**src/rtl/inv_psi_table_gen.sv**
```systemverilog
// Inverse twiddle table generator: builds PSI_INV^brv(k) mod Q into an N-entry
// register file by iterated multiply / bit-serial restoring reduction, then serves registered reads.
module inv_psi_table_gen #(
  parameter int unsigned LOGN    = 3,
  parameter int unsigned W       = 17,
  parameter int unsigned Q       = 257,
  parameter int unsigned PSI_INV = 193
) (
  input  logic            clk,
  input  logic            rst,
  input  logic            start,
  output logic            busy,
  output logic            ready,
  input  logic [LOGN-1:0] rd_addr,
  output logic [W-1:0]    rd_data
);

  localparam int unsigned N   = 1 << LOGN;
  localparam int unsigned BCW = $clog2(2 * W);

  localparam logic [W-1:0]    PSI_W  = W'(PSI_INV);
  localparam logic [W+1:0]    QX     = (W + 2)'(Q);
  localparam logic [BCW-1:0]  BC_TOP = BCW'(2 * W - 1);
  localparam logic [LOGN-1:0] K_LAST = LOGN'(N - 1);

  typedef enum logic [2:0] {
    S_IDLE,
    S_STORE,
    S_MUL,
    S_RED,
    S_DONE
  } state_t;

  state_t            state;
  state_t            state_nx;

  logic [W-1:0]      acc;
  logic [LOGN-1:0]   k;
  logic [2*W-1:0]    prod;
  logic [W:0]        rem;
  logic [BCW-1:0]    bc;

  logic [W+1:0]      t;
  logic [W:0]        red;

  logic [W-1:0]      mem [N];

  function automatic logic [LOGN-1:0] brv(input logic [LOGN-1:0] x);
    logic [LOGN-1:0] r;
    r = '0;
    for (int unsigned i = 0; i < LOGN; i++) begin
      r[i] = x[LOGN-1-i];
    end
    return r;
  endfunction

  // ---------------------------------------------------------------------------
  // FSM: state register
  // ---------------------------------------------------------------------------
  always_ff @(posedge clk or posedge rst) begin
    if (rst) begin
      state <= S_IDLE;
    end else begin
      state <= state_nx;
    end
  end

  // FSM: next-state logic
  always_comb begin
    state_nx = state;
    unique case (state)
      S_IDLE:  if (start) state_nx = S_STORE;
      S_STORE: state_nx = (k == K_LAST) ? S_DONE : S_MUL;
      S_MUL:   state_nx = S_RED;
      S_RED:   if (bc == '0) state_nx = S_STORE;
      S_DONE:  if (start) state_nx = S_STORE;
      default: state_nx = S_IDLE;
    endcase
  end

  // FSM: outputs
  always_comb begin
    busy  = 1'b0;
    ready = 1'b0;
    unique case (state)
      S_STORE, S_MUL, S_RED: busy  = 1'b1;
      S_DONE:                ready = 1'b1;
      default: begin
        busy  = 1'b0;
        ready = 1'b0;
      end
    endcase
  end

  // ---------------------------------------------------------------------------
  // Restoring reduction step: shift in one product bit, subtract Q if it fits.
  // rem stays below Q, so t < 2Q and one conditional subtract suffices.
  // ---------------------------------------------------------------------------
  always_comb begin
    t   = {rem, prod[bc]};
    red = (t >= QX) ? (W + 1)'(t - QX) : t[W:0];
  end

  // ---------------------------------------------------------------------------
  // Datapath registers
  // ---------------------------------------------------------------------------
  always_ff @(posedge clk or posedge rst) begin
    if (rst) begin
      acc  <= W'(1);
      k    <= '0;
      prod <= '0;
      rem  <= '0;
      bc   <= '0;
    end else begin
      unique case (state)
        S_IDLE, S_DONE: begin
          if (start) begin
            acc <= W'(1);
            k   <= '0;
          end
        end
        S_MUL: begin
          prod <= (2 * W)'(acc) * (2 * W)'(PSI_W);
          rem  <= '0;
          bc   <= BC_TOP;
        end
        S_RED: begin
          rem <= red;
          bc  <= bc - BCW'(1);
          if (bc == '0) begin
            acc <= red[W-1:0];
            k   <= k + LOGN'(1);
          end
        end
        default: begin
        end
      endcase
    end
  end

  // ---------------------------------------------------------------------------
  // Table storage and registered read port (read returns pre-write contents)
  // ---------------------------------------------------------------------------
  always_ff @(posedge clk or posedge rst) begin
    if (rst) begin
      for (int unsigned i = 0; i < N; i++) begin
        mem[i] <= '0;
      end
      rd_data <= '0;
    end else begin
      if (state == S_STORE) begin
        mem[brv(k)] <= acc;
      end
      rd_data <= mem[rd_addr];
    end
  end

endmodule

```
**config.mk**
```make
export PLATFORM = sky130hd
export DESIGN_NAME = inv_psi_table_gen
export DESIGN_NICKNAME = d
export VERILOG_FILES = /design/src/rtl/inv_psi_table_gen.sv
export SDC_FILE = /design/constraint.sdc
export NUM_CORES = 1
export LEC_CHECK = 0
export BUFFER_PORTS_ARGS = -buffer_cell sky130_fd_sc_hd__buf_2
export CAP_MARGIN = 0
export CORE_MARGIN = 2
export CORE_UTILIZATION = 40
export CTS_BUF_LIST = sky130_fd_sc_hd__clkbuf_4 sky130_fd_sc_hd__clkbuf_8
export DETAILED_ROUTE_END_ITERATION = 6
export PLACE_DENSITY = 0.61
export SLEW_MARGIN = 20
export SYNTH_ARGS = -nofsm -noshare
export SYNTH_HDL_FRONTEND = slang
export SYNTH_SLANG_ARGS = --single-unit
```
**constraint.sdc**
```tcl
create_clock -name clk -period 8.95 [get_ports clk]
set_input_delay 1.3425 -clock clk [delete_from_list [all_inputs] [get_ports clk]]
set_output_delay 1.3425 -clock clk [all_outputs]
set_load 0.1 [all_outputs]
```
### Word level (Yosys, flattened, before mapping)

Index checks and enable logic that the tools add are counted.

| word-level totals | value |
|---|---|
| output and inout bits | 19 |
| bits in registers | 225 |

| cells by class | value |
|---|---|
| bitwise operators | 2 |
| multiply operators | 1 |
| mux-type cells | 23 |
| eq/ne operators | 7 |
| reduce and logical (&&, ||, !) cells | 9 |
| order comparisons | 5 |
| add/subtract/negate cells | 3 |

Operators by type and width:

| cell | number |
|---|---|
| 136-bit bitwise mux | 1 |
| 17-bit 2-to-1 mux | 5 |
| 17-bit binary-select mux with 3-bit select | 1 |
| 17-bit demux with 3-bit select | 1 |
| 18-bit case mux with 2 select lines | 1 |
| 17-bit case mux with 2 select lines | 1 |
| 17-bit by 8-bit multiplier with 25-bit output (second input constant) | 1 |
| 19-bit by 9-bit greater-or-equal comparator with 1-bit output (second input constant) | 1 |
| 18-bit 2-to-1 mux | 1 |
| 18-bit by 9-bit subtractor with 18-bit output (second input constant) | 1 |
| 3-bit 2-to-1 mux | 5 |
| 3-bit case mux with 4 select lines | 1 |
| 6-bit case mux with 2 select lines | 1 |
| 4-bit greater-or-equal comparator (second input constant) | 2 |
| 3-bit inverter with 4-bit output | 2 |
| 6-bit by 7-bit < comparator with 1-bit output (second input constant) | 1 |
| 1-bit binary-select mux with 6-bit select | 1 |
| 3-bit by 2-bit equality test with 1-bit output (second input constant) | 2 |
| 3-bit equality test (second input constant) | 2 |
| 6-bit logical NOT | 1 |
| 3-bit case mux with 2 select lines | 1 |
| 6-bit by 1-bit subtractor with 6-bit output (second input constant) | 1 |
| 4-bit by 1-bit < comparator with 1-bit output (second input constant) | 1 |
| 2-bit nonzero test | 2 |
| other kinds (11) | 13 |

### Logic depth before layout (Yosys ltp)

| depth | value |
|---|---|
| word-level depth | 6 |
| gate-level depth with buffers | 14 |

### Worst setup path after synthesis

No wires, ideal clock.

| path | value |
|---|---|
| path type | reg-to-reg |
| start point | register acc[2] |
| end point | register prod[22] |
| arrival time | 3.530 ns |
| data required time | 8.814 ns |
| cell stages (with the launch flop) | 14 |
| setup slack | 5.284 ns |
| library setup time | 0.136 ns |
| cell sequence | dfrtp_1 -> ha_1 -> ha_1 -> fa_1 -> ha_1 -> inv_1 -> fa_1 -> nor2b_1 -> o21ai_0 -> a21o_1 -> a211o_1 -> a31oi_1 -> nor4_1 -> or3b_2 |

| on the way | value |
|---|---|
| longest elaborated chain between the ends | 1 |

RTL lines:

| what | line | text |
|---|---|---|
| start, declared | 37 | `logic [W-1:0] acc;` |
| start signal, assigned | 131 | `acc <= red[W-1:0];` |
| 17-bit by 8-bit multiplier with 25-bit output | 123 | `prod <= (2 * W)'(acc) * (2 * W)'(PSI_W);` |
| end signal, assigned | 123 |  |
| end, declared | 39 | `logic [2*W-1:0] prod;` |

Every way passes these cells.
A chain may end at the register's enable or synchronous reset.

### Worst setup path after layout

| path | value |
|---|---|
| start point | register acc[3] |
| end point | register prod[22] |

The elaborated chain is that of the path after synthesis.

==> results.json <==
{
  "wl_per_cell_um": 18.0,
  "final_hold_viol_count": 0,
  "drc": 0,
  "drv_slew": 0,
  "fin_tns_setup_ps": 0,
  "track_usage_pct": 17.5,
  "cts_max_path_buffers": 3,
  "end_kind": "flop",
  "dieArea_um2": 31100,
  "worstPathMaxFanout": 12,
  "grt_pass1_wl_mm": 43.3,
  "place.gp.congestion": 0.811,
  "worstPathRequired_ps": 9340,
  "ys_async_sr_fraction_pct": 100,
  "start_kind": "flop",
  "hold_path.class": "reg2reg",
  "antenna_cells": 0,
  "r2r_start": "acc[3]",
  "cts_buffers": 39,
  "max_stage_delay_ps": 550,
  "layout_min_cycle_time_ps": 4060,
  "setup_viol": 0,
  "relSlewSlack_pct": 25.8,
  "worstPathCellList": "ha_1, ha_1, fa_1, ha_1, inv_1, fa_1, nor2b_1, o21ai_0, a21o_1, a211o_1, a31oi_1, nor4_1, or3b_2",
  "rsz0062_at_grt": "no",
  "worstMarginPinSlew_ps": 1110,
  "worstHoldStart": "mem[85]",
  "synth_area_um2": 11900,
  "top_layer": "met4",
  "clockRootBuffer": "clkbuf_8",
  "met2_length_mm": 12.0,
  "gr-total-overflow": 0,
  "grt_max_degree": 146,
  "wl_met1_mm": 12.2,
  "area_delta_synth_final_pct": 11.0,
  "crit_path_frequent_cell": "ha_1",
  "ys_seq_area_share_pct": 47.3,
  "worst-r2r-cell-count": 13,
  "critPathArrivalTime_ps": 4450,
  "hold_end": "mem[85]",
  "start_util_pct": 40.3,
  "row_count": 63,
  "synth_edf_count": 0,
  "die_h_um": 176,
  "worst-path-buf-inv": 1,
  "critical-path-top-delay-family": "adder cells",
  "ys_warn_count": 0,
  "antenna_found_initial": 0,
  "status": "finished clean",
  "clk_pin_slew_ps": 60,
  "htree_levels": 2,
  "irDropWorstVdd_mv": 0.125,
  "max_freq_mhz": 246,
  "detail_route.wirelength_mm": 25.8,
  "power_density_nw_per_um2": 340,
  "ant_nets": 0,
  "maxCapViolations": 0,
  "cts_setup_buffers": 0,
  "drt_pass1_iterations": 5,
  "synth_area_per_cell_um2": 12.0,
  "synth-main-ff-cell": "dfrtp_1",
  "synth-seq-cells": 225,
  "synthDistinctLibCells": 60,
  "final_nets": 1116,
  "hold_ws_ps": 479,
  "grt_pass1_vias": 7906,
  "route.met3.wl_um": 926,
  "die_x_um": 176,
  "pin_count": 25,
  "finalClockSkew_ps": 22.5,
  "cts_resized": 0,
  "vias_per_cell": 5.37,
  "reg2reg_to": "prod[22]",
  "num_vias": 7693,
  "hold_buffers": 0,
  "drive_above_1_share_pct": 27.7,
  "post-dp-hpwl_mm": 16.8,
  "cpMaxStageDelayCell": "dfrtp_1",
  "reg2reg_slack_ps": 4890,
  "postSynthCellCount": 993,
  "critPathKind": "reg2reg",
  "fin_crit_sh_pct": 45.3,
  "coreArea_um2": 29500,
  "holdPathStages": 2,
  "drt-initial-drc-count": 464,
  "numPortBuffers": 24,
  "cts_tree": "done",
  "synth_nets": 1092,
  "cts_num_sinks": 225,
  "clock_latency_ps": 540,
  "leakagePower_uw": 0.00651
}
layout make-up:
class / instances / area [um^2]
fill: 2713 / 16300
multi-input combinational: 687 / 5930
sequential: 225 / 5630
clock buffer: 61 / 752
tap: 390 / 488
timing repair buffer: 36 / 214
inverter: 28 / 118
clock inverter: 6 / 63.8
cell usage after synthesis, drive strengths merged (4+ instances only):
library cell	count	area, um^2
clkbuf	35	131
a22o	4	35.0
o211ai	6	45.0
nand3	25	138
nor4	6	43.8
nor2b	6	37.5
nand3b	5	37.5
nand2	125	472
xor2	11	96.3
mux4	36	811
dfrtp	224	5610
a211oi	5	37.5
xnor2	7	61.3
o21ai	74	382
or3	7	48.8
mux2	130	1460
inv	28	105
a21oi	15	75.1
nand4b	5	43.8
fa	9	180
nand2b	7	43.8
mux2i	13	130
nor2	36	135
o31ai	4	30.0
or4	5	45.0
ha	84	1050
buf	18	100
nand4	7	50.1
and3	6	37.5
a21o	10	75.1
nor3	8	40.0
and2	4	25.0
logic make-up after synthesis:
family | after synthesis | synth area share, %
compound gates | 140 | 7.54
buf+inv | 81 | 2.83
xor+xnor | 18 | 1.33
mux | 179 | 20.2
flops | 225 | 47.3
simple gates | 257 | 10.4
fa+ha+maj | 93 | 10.4
flip-flops by register name, summed over array words and instances, names as in the netlist:
name and count:
acc 17, rem 18, k 3, state 3
prod 25, mem 136, bc 6, rd_data 17
metal layers:
| layer | GRT usage (%) | up-vias |
|---|---|---|
| met3 | 2.82 | 52 |
| met2 | 28.1 | 118 |
| met5 | 0 | - |
| li1 | - | 3630 |
| met1 | 24.6 | 3893 |
| met4 | 5.13 | 0 |
stage by stage:
| stage | instances | utilization (%) | instance area (um^2) | setup WS [ps] | total power (uW) |
|---|---|---|---|---|---|
| final | 1433 | 44.8 | 13200 | 4890 | 4490 |
| after global routing | 1433 | 44.8 | 13200 | 4700 | 4860 |
| after CTS | 1433 | 44.7 | 13200 | 4880 | 4540 |
| after detailed placement | 1366 | 42.0 | 12400 | 4880 | 3530 |
| after global placement | 1366 | 42.0 | 12400 | 4970 | 3500 |
| after floorplan | 993 | - | 11900 | 1450 | 3060 |
power by group:
part	switching [uW]	internal, uW
clock	417	563
combinational	1070	774
sequential	332	1330
total	1820	2670
layout by cell type (no fill, tap or decap), drive strengths merged, types with 4 or more instances in the layout:
cell type  count
inv           28
or3            7
mux2i         13
nor4           6
a21o          10
o21ai         74
nand2        125
nand3         25
buf           36
mux2         130
ha            84
nand4          7
o211ai         6
xor2          11
o31ai          4
and3           6
or4            5
nand3b         5
a22o           4
nor2b          6
and2           4
nor3           8
nand2b         7
nand4b         5
clkinv         4
a21oi         15
clkbuf        61
xnor2          7
nor2          36
dfrtp        224
a211oi         5
mux4          36
fa             9
worst register-to-register path, cell delays in order (launching register included):
cell and delay, ps:
dfrtp_1 550, ha_1 310, ha_1 310, fa_1 470
ha_1 320, inv_1 60, fa_1 460, nor2b_1 110
o21ai_0 110, a21o_1 220, a211o_1 300, a31oi_1 170
nor4_1 70, or3b_2 440
how the worst max path moves through the flow:
stage / startpoint / endpoint / slack [ps] / depth (start not counted)
floorplan: rst / acc[10] / 1450 / 1
global placement: acc[2] / prod[22] / 4970 / 13
detailed placement: acc[3] / prod[22] / 4880 / 13
CTS: acc[3] / prod[22] / 4880 / 13
global route: acc[3] / prod[22] / 4700 / 13
finish: acc[3] / prod[22] / 4890 / 13
No activity file was read; power rests on OpenSTA's default activity.
